--- src/rtl/volume_stepper_pkg.sv ---
// Shared constants and types for the volume UI: level width, repeat FSM encoding
// and default timing so display and other UI blocks agree on the same values.
package volume_stepper_pkg;

  localparam int unsigned LEVEL_W = 4;
  localparam logic [LEVEL_W-1:0] MAX_LEVEL = 4'd15;

  // 100 MHz system clock defaults.
  localparam int unsigned DEF_DEBOUNCE_CYCLES = 1_000_000;
  localparam int unsigned DEF_HOLD_CYCLES     = 50_000_000;
  localparam int unsigned DEF_REPEAT_CYCLES   = 10_000_000;
  localparam int unsigned DEF_LEVEL           = 8;

  typedef enum logic [1:0] {
    RptIdle,
    RptHold,
    RptRepeat
  } rpt_state_e;

  // Saturation is checked before the arithmetic so the 4-bit value never wraps.
  function automatic logic [LEVEL_W-1:0] sat_step(input logic [LEVEL_W-1:0] lvl,
                                                  input logic              up);
    logic [LEVEL_W-1:0] res;
    res = lvl;
    if (up) begin
      if (lvl != MAX_LEVEL) res = lvl + 1'b1;
    end else begin
      if (lvl != '0) res = lvl - 1'b1;
    end
    return res;
  endfunction

endpackage

--- src/rtl/button_debouncer.sv ---
// Two-flop synchronizer, consecutive-cycle debounce counter and a registered
// one-cycle press pulse on the rising edge of the debounced level.
module button_debouncer
  import volume_stepper_pkg::*;
#(
  parameter int unsigned DEBOUNCE_CYCLES = DEF_DEBOUNCE_CYCLES
) (
  input  logic clk,
  input  logic reset,
  input  logic raw,
  output logic level,
  output logic press
);

  localparam int unsigned CNT_W = $clog2(DEBOUNCE_CYCLES + 1);

  logic             sync1_q, sync2_q;
  logic             level_q, level_d;
  logic             press_q, press_d;
  logic [CNT_W-1:0] cnt_q, cnt_d;

  always_comb begin
    level_d = level_q;
    press_d = 1'b0;
    cnt_d   = '0;
    if (sync2_q != level_q) begin
      if (cnt_q == CNT_W'(DEBOUNCE_CYCLES - 1)) begin
        level_d = sync2_q;
        press_d = sync2_q;
      end else begin
        cnt_d = cnt_q + 1'b1;
      end
    end
  end

  always_ff @(posedge clk) begin
    if (reset) begin
      sync1_q <= 1'b0;
      sync2_q <= 1'b0;
      level_q <= 1'b0;
      press_q <= 1'b0;
      cnt_q   <= '0;
    end else begin
      sync1_q <= raw;
      sync2_q <= sync1_q;
      level_q <= level_d;
      press_q <= press_d;
      cnt_q   <= cnt_d;
    end
  end

  assign level = level_q;
  assign press = press_q;

endmodule

--- src/rtl/volume_stepper.sv ---
// Volume level control from up/down/mute buttons: debounce, hold-to-repeat,
// saturating 4-bit level, mute with level memory and a change pulse.
module volume_stepper
  import volume_stepper_pkg::*;
#(
  parameter int unsigned DEBOUNCE_CYCLES = DEF_DEBOUNCE_CYCLES,
  parameter int unsigned HOLD_CYCLES     = DEF_HOLD_CYCLES,
  parameter int unsigned REPEAT_CYCLES   = DEF_REPEAT_CYCLES,
  parameter int unsigned DEFAULT_LEVEL   = DEF_LEVEL
) (
  input  logic               clk,
  input  logic               reset,
  input  logic               btn_up,
  input  logic               btn_down,
  input  logic               btn_mute,
  output logic [LEVEL_W-1:0] volume_level,
  output logic               muted,
  output logic               level_changed
);

  localparam int unsigned RPT_MAX = (HOLD_CYCLES > REPEAT_CYCLES) ? HOLD_CYCLES : REPEAT_CYCLES;
  localparam int unsigned CNT_W   = $clog2(RPT_MAX + 1);
  localparam logic [LEVEL_W-1:0] RST_LEVEL = LEVEL_W'(DEFAULT_LEVEL);

  // Index 0 is the up channel, index 1 the down channel.
  logic [1:0] rpt_level, rpt_press, step;
  logic       mute_level, mute_press;

  button_debouncer #(.DEBOUNCE_CYCLES(DEBOUNCE_CYCLES)) u_deb_up (
    .clk   (clk),
    .reset (reset),
    .raw   (btn_up),
    .level (rpt_level[0]),
    .press (rpt_press[0])
  );

  button_debouncer #(.DEBOUNCE_CYCLES(DEBOUNCE_CYCLES)) u_deb_down (
    .clk   (clk),
    .reset (reset),
    .raw   (btn_down),
    .level (rpt_level[1]),
    .press (rpt_press[1])
  );

  button_debouncer #(.DEBOUNCE_CYCLES(DEBOUNCE_CYCLES)) u_deb_mute (
    .clk   (clk),
    .reset (reset),
    .raw   (btn_mute),
    .level (mute_level),
    .press (mute_press)
  );

  rpt_state_e       rpt_state_q [2];
  rpt_state_e       rpt_state_d [2];
  logic [CNT_W-1:0] rpt_cnt_q   [2];
  logic [CNT_W-1:0] rpt_cnt_d   [2];

  // Step requests are decoded from the registered state so the level register
  // updates on the cycle right after the debounced press edge.
  always_comb begin
    for (int i = 0; i < 2; i++) begin
      rpt_state_d[i] = rpt_state_q[i];
      rpt_cnt_d[i]   = rpt_cnt_q[i];
      step[i]        = 1'b0;
      unique case (rpt_state_q[i])
        RptIdle: begin
          if (rpt_press[i]) begin
            step[i]        = 1'b1;
            rpt_state_d[i] = RptHold;
            rpt_cnt_d[i]   = '0;
          end
        end
        RptHold: begin
          if (!rpt_level[i]) begin
            rpt_state_d[i] = RptIdle;
          end else if (rpt_cnt_q[i] == CNT_W'(HOLD_CYCLES - 1)) begin
            step[i]        = 1'b1;
            rpt_state_d[i] = RptRepeat;
            rpt_cnt_d[i]   = '0;
          end else begin
            rpt_cnt_d[i] = rpt_cnt_q[i] + 1'b1;
          end
        end
        RptRepeat: begin
          if (!rpt_level[i]) begin
            rpt_state_d[i] = RptIdle;
          end else if (rpt_cnt_q[i] == CNT_W'(REPEAT_CYCLES - 1)) begin
            step[i]      = 1'b1;
            rpt_cnt_d[i] = '0;
          end else begin
            rpt_cnt_d[i] = rpt_cnt_q[i] + 1'b1;
          end
        end
        default: rpt_state_d[i] = RptIdle;
      endcase
    end
  end

  logic [LEVEL_W-1:0] level_q, level_d;
  logic [LEVEL_W-1:0] vol_q, vol_d;
  logic               muted_q, muted_d;
  logic               changed_q, changed_d;

  // Mute wins over a coincident step; opposing steps cancel; a step while
  // muted only unmutes.
  always_comb begin
    level_d = level_q;
    muted_d = muted_q;
    if (mute_press && mute_level) begin
      muted_d = ~muted_q;
    end else if (step[0] ^ step[1]) begin
      if (muted_q) muted_d = 1'b0;
      else         level_d = sat_step(level_q, step[0]);
    end
    vol_d     = muted_d ? '0 : level_d;
    changed_d = (vol_d != vol_q);
  end

  always_ff @(posedge clk) begin
    if (reset) begin
      for (int i = 0; i < 2; i++) begin
        rpt_state_q[i] <= RptIdle;
        rpt_cnt_q[i]   <= '0;
      end
      level_q   <= RST_LEVEL;
      vol_q     <= RST_LEVEL;
      muted_q   <= 1'b0;
      changed_q <= 1'b0;
    end else begin
      for (int i = 0; i < 2; i++) begin
        rpt_state_q[i] <= rpt_state_d[i];
        rpt_cnt_q[i]   <= rpt_cnt_d[i];
      end
      level_q   <= level_d;
      vol_q     <= vol_d;
      muted_q   <= muted_d;
      changed_q <= changed_d;
    end
  end

  assign volume_level  = vol_q;
  assign muted         = muted_q;
  assign level_changed = changed_q;

endmodule

--- config.mk ---
export PLATFORM = sky130hd
export DESIGN_NAME = volume_stepper
export DESIGN_NICKNAME = d
export VERILOG_FILES = /design/src/rtl/volume_stepper_pkg.sv /design/src/rtl/button_debouncer.sv /design/src/rtl/volume_stepper.sv
export SDC_FILE = /design/constraint.sdc
export NUM_CORES = 1
export LEC_CHECK = 0
export ABC_AREA = 1
export CORE_AREA = 2 2 115 117
export CTS_CLUSTER_SIZE = 14
export DETAILED_ROUTE_END_ITERATION = 16
export DIE_AREA = 0 0 117 119
export PLACE_DENSITY = 0.86
export SLEW_MARGIN = 20
export SYNTH_ARGS = -nofsm -noshare
export SYNTH_HDL_FRONTEND = slang
export SYNTH_HIERARCHICAL = 1
export SYNTH_SLANG_ARGS = --single-unit
--- constraint.sdc ---
create_clock -name clk -period 2.5 [get_ports clk]
set_input_delay 0.75 -clock clk [delete_from_list [all_inputs] [get_ports clk]]
set_output_delay 0.75 -clock clk [all_outputs]
set_load 0.01 [all_outputs]
==> impl_metrics.ini <==
[detailed_routing]
finalWirelength_um = 17800
drc_errors = 0
viasPerCell = 5.35
number_of_vias_in_the_routed_layout = 7313
detail_route.iter0.violations = 658
drt.antenna.violating_nets = 0
post_drt_wl_per_cell_um = 13.0
dr.pass1.iters = 6

[cts]
max-clock-path-buffers = 2
cts_htree_levels = 4
root_buffer = sky130_fd_sc_hd__clkbuf_16
insertion_delay_ns = 0.43
post_cts_hold_buffer_count = 0
tritoncts_num_sinks = 138
tritoncts = yes
number_of_buffers_created_by_cts = 17
clk_pin_slew_worst_paths_ns = 0.06

[global_route]
grt_use_met1 = 0.337
vias_in_the_first_global_route = 6911
number_of_antenna_violations_at_the_first_check_in_global_routing = 0
grt.total_usage = 0.264
grt_pass1_wl_um = 29800
grt.met2_usage = 0.434
gr-usage-met3 = 0.0534
grt_max_degree = 20
grt_remaining_overflow = 0
global_route.peak_usage_layer = met2

[logic_synthesis]
synth.top_cells.by_count = sky130_fd_sc_hd__nand2_1 (243), sky130_fd_sc_hd__nor2_1 (173), sky130_fd_sc_hd__inv_1 (141)
number_of_enable_type_register_cells_in_the_synthesized_netlist = 0
synth_seq_area_share = 0.351
ys_warn_count = 6
synthesis.nets = 1157
synth_top_cell_area_share = 0.351
synth-async-reset-ratio = 0
prevailing_post_synth_register_cell = sky130_fd_sc_hd__dfxtp_1
ys_seq_elements = 138
syn_avg_cell_area_um2 = 6.94
synthMostInstantiatedCell = sky130_fd_sc_hd__nand2_1
post-synth-top-area-cell = sky130_fd_sc_hd__dfxtp_1
number_of_library_cell_types_mapped_by_synthesis = 53
synth_cells = 1136
yosys-top-cells-area = sky130_fd_sc_hd__dfxtp_1 (35%), sky130_fd_sc_hd__nand2_1 (12%), sky130_fd_sc_hd__nor2_1 (8.2%)
synth_area_um2 = 7880

[worst_hold_path]
hold-path-cell-count = 2
timing.hold.worst.start = u_deb_down/sync1_q
hp-class = flip-flop to flip-flop
worst_hold_path.endpoint = u_deb_down/sync2_q

[finish]
antenna_cells_inserted = 0
areaGrowthSynthToFinish_pct = 14.5
drive_above_1_share = 0.163
design.final.nets = 1200
filler_cell_count = 979

[critical_path]
crit_required_ns = 2.84
cp_cell_sequence = inv_1 > ha_1 > o21ai_2 > nand2_4 > clkinv_2 > nand2_2 > nor3_4 > nand3_2 > nor2_4 > nand2_4 > nor2_4 > and2_4 > nand2_2 > inv_4 > a31oi_1 > nor3_1
reg2reg_setup_slack_ns = 0.06
cp_data_arrival_time_ns = 2.79
worst_setup_path_end_kind = flip-flop
reg2regPathDepth = 16
path_class = flip-flop to flip-flop
worst-path-max-fanout = 5
crit_path_max_incr_delay_ns = 0.34
crit-reg2reg-launch = rpt_state_q[0][1]
r2r_end = rpt_cnt_q[0][25]
critical_path.startpoint_type = flip-flop
cp-startpoint = rpt_state_q[0][1]
slowest_stage = sky130_fd_sc_hd__dfxtp_2

[placed_design]
routabilityCongestion = 0.896
placement.io_buffers = 10
dp_hpwl_um = 12200

[job]
cap_violations = 0

[sta]
max_clock_freq_ghz = 0.409
grt_setup_unrepaired = yes
final.min_clock_period_ns = 2.44
hold-worst-slack_ns = 0.414
max_slew_margin = 0.644
clock_skew_ns = 0.00788
finalSetupViolations = 0
finalHoldViolCount = 0
slew_viol_final = 0
finalCritPeriodShare = 0.977
tightestPinTransition_ns = 0.529

[pwr]
power.static_leakage_uw = 0.00325
power_density_nw_per_um2 = 622
peakVddDrop_v = 0.000471
finalPower_uw = 5610

[floorplan]
initial_core_utilization = 0.612
area_of_the_core_um2 = 12900
row_count = 42
ioPinCount = 11
total_die_area_um2 = 13900
chipWidth_um = 117
die_h_um = 119

[status]
outcome = complete, no violations
## area by class of cell
type                       instances  area [µm²]  share of cell area
timing repair buffer              37         303              0.0336
tap                              176         220              0.0244
multi-input combinational        836        4530               0.502
sequential                       138        2770               0.307
clock buffer                      25         475              0.0527
inverter                         149         563              0.0624
clock inverter                     7         163              0.0180
## where the power goes
group	internal, µW	total [µW]	switching (µW)	leakage [µW]
logic	229	626	397	0.00183
registers	2240	2270	28.0	0.00112
clock network	1820	2720	899	0.000306
total	4290	5610	1320	0.00325
## per-stage QoR
step,util,cells,TNS [ns],worst slack (ns),cell area [µm²]
floorplan,-,1136,0,0.276,7880
global placement,0.640,1326,0,0.193,8240
detailed placement,0.640,1326,0,0.0746,8240
CTS,0.690,1358,0,0.0286,8890
global route,0.701,1368,-0.286,-0.169,9020
finish,0.701,1368,0,0.0572,9020
## layout by cell type (no fill, tap or decap), types with 3 or more instances in the layout
master	netlist	layout
sky130_fd_sc_hd__nand2_1	243	241
sky130_fd_sc_hd__nor2_1	173	170
sky130_fd_sc_hd__inv_1	141	141
sky130_fd_sc_hd__dfxtp_1	138	134
sky130_fd_sc_hd__nand3_1	72	72
sky130_fd_sc_hd__a21oi_1	54	53
sky130_fd_sc_hd__nor2_2	41	43
sky130_fd_sc_hd__nand2_2	29	30
sky130_fd_sc_hd__nand4_1	29	29
sky130_fd_sc_hd__buf_4	0	27
sky130_fd_sc_hd__xor2_1	24	24
sky130_fd_sc_hd__nor3_1	19	19
sky130_fd_sc_hd__clkbuf_16	0	17
sky130_fd_sc_hd__o21ai_0	16	15
sky130_fd_sc_hd__a211oi_1	13	13
sky130_fd_sc_hd__xnor2_1	13	13
sky130_fd_sc_hd__ha_1	16	13
sky130_fd_sc_hd__clkdlybuf4s50_1	0	10
sky130_fd_sc_hd__nor4_1	10	9
sky130_fd_sc_hd__or2_2	8	8
sky130_fd_sc_hd__nor2_4	6	7
sky130_fd_sc_hd__nand3_2	7	7
sky130_fd_sc_hd__nand2_4	5	7
sky130_fd_sc_hd__o21bai_1	7	7
sky130_fd_sc_hd__inv_2	6	6
sky130_fd_sc_hd__nor3b_1	6	6
sky130_fd_sc_hd__clkbuf_1	6	6
sky130_fd_sc_hd__a21oi_2	4	5
sky130_fd_sc_hd__bufinv_16	0	5
sky130_fd_sc_hd__nand3b_1	4	4
sky130_fd_sc_hd__nor3_2	3	3
sky130_fd_sc_hd__a221oi_1	3	3
sky130_fd_sc_hd__ha_2	0	3
sky130_fd_sc_hd__dfxtp_2	0	3
sky130_fd_sc_hd__nand3b_4	3	3
sky130_fd_sc_hd__or2_0	3	3
## critical path: cells and delay by family (launching register included)
| family | cells | cell delay, ns |
|---|---|---|
| simple gates | 10 | 1.34 |
| flops | 1 | 0.34 |
| compound gates | 2 | 0.26 |
| fa+ha+maj | 1 | 0.23 |
| buf+inv | 3 | 0.21 |
## repair_timing
item                       CTS  global route
pin swaps                    1            10
cloned                       0             1
setup endpoints to repair    1            11
setup buffers                0             9
resized for setup            1            21
## flip-flops by register name, summed over array words and instances, names as in the netlist, 4 cells and up
signal            cells
volume_level          4
u_deb_mute/cnt_q     20
u_deb_down/cnt_q     20
rpt_cnt_q            52
u_deb_up/cnt_q       20
rpt_state_q           4
level_q               4
## how the worst max path moves through the flow
stage / slack [ns] / endpoint / depth (start not counted)
floorplan: 0.28 / rpt_cnt_q[0][25] / 17
global placement: 0.19 / rpt_cnt_q[0][25] / 17
detailed placement: 0.07 / rpt_cnt_q[0][25] / 17
CTS: 0.03 / rpt_cnt_q[0][25] / 18
global route: -0.17 / rpt_cnt_q[0][25] / 18
finish: 0.06 / rpt_cnt_q[0][25] / 16
## cell families (layout without fill, tap and decap cells)
group / count (synthesis) / in the layout / share of synthesized area
and+or+nand+nor: 669 / 670 / 0.412
adders and majority gates: 16 / 16 / 0.0254
buffers and inverters: 163 / 218 / 0.0831
DFF: 138 / 138 / 0.351
xor gates and xnor gates: 37 / 37 / 0.0411
muxes: 1 / 1 / 0.00127
AOI/OAI and AO/OA: 112 / 112 / 0.0869
## layer usage
metal | vias up | wire length (µm)
met3 | 34 | 943
li1 | 3737 | -
met4 | 0 | 343
met2 | 219 | 8570
met5 | - | 0
met1 | 3323 | 7920
(Power assumes the default switching activity.)
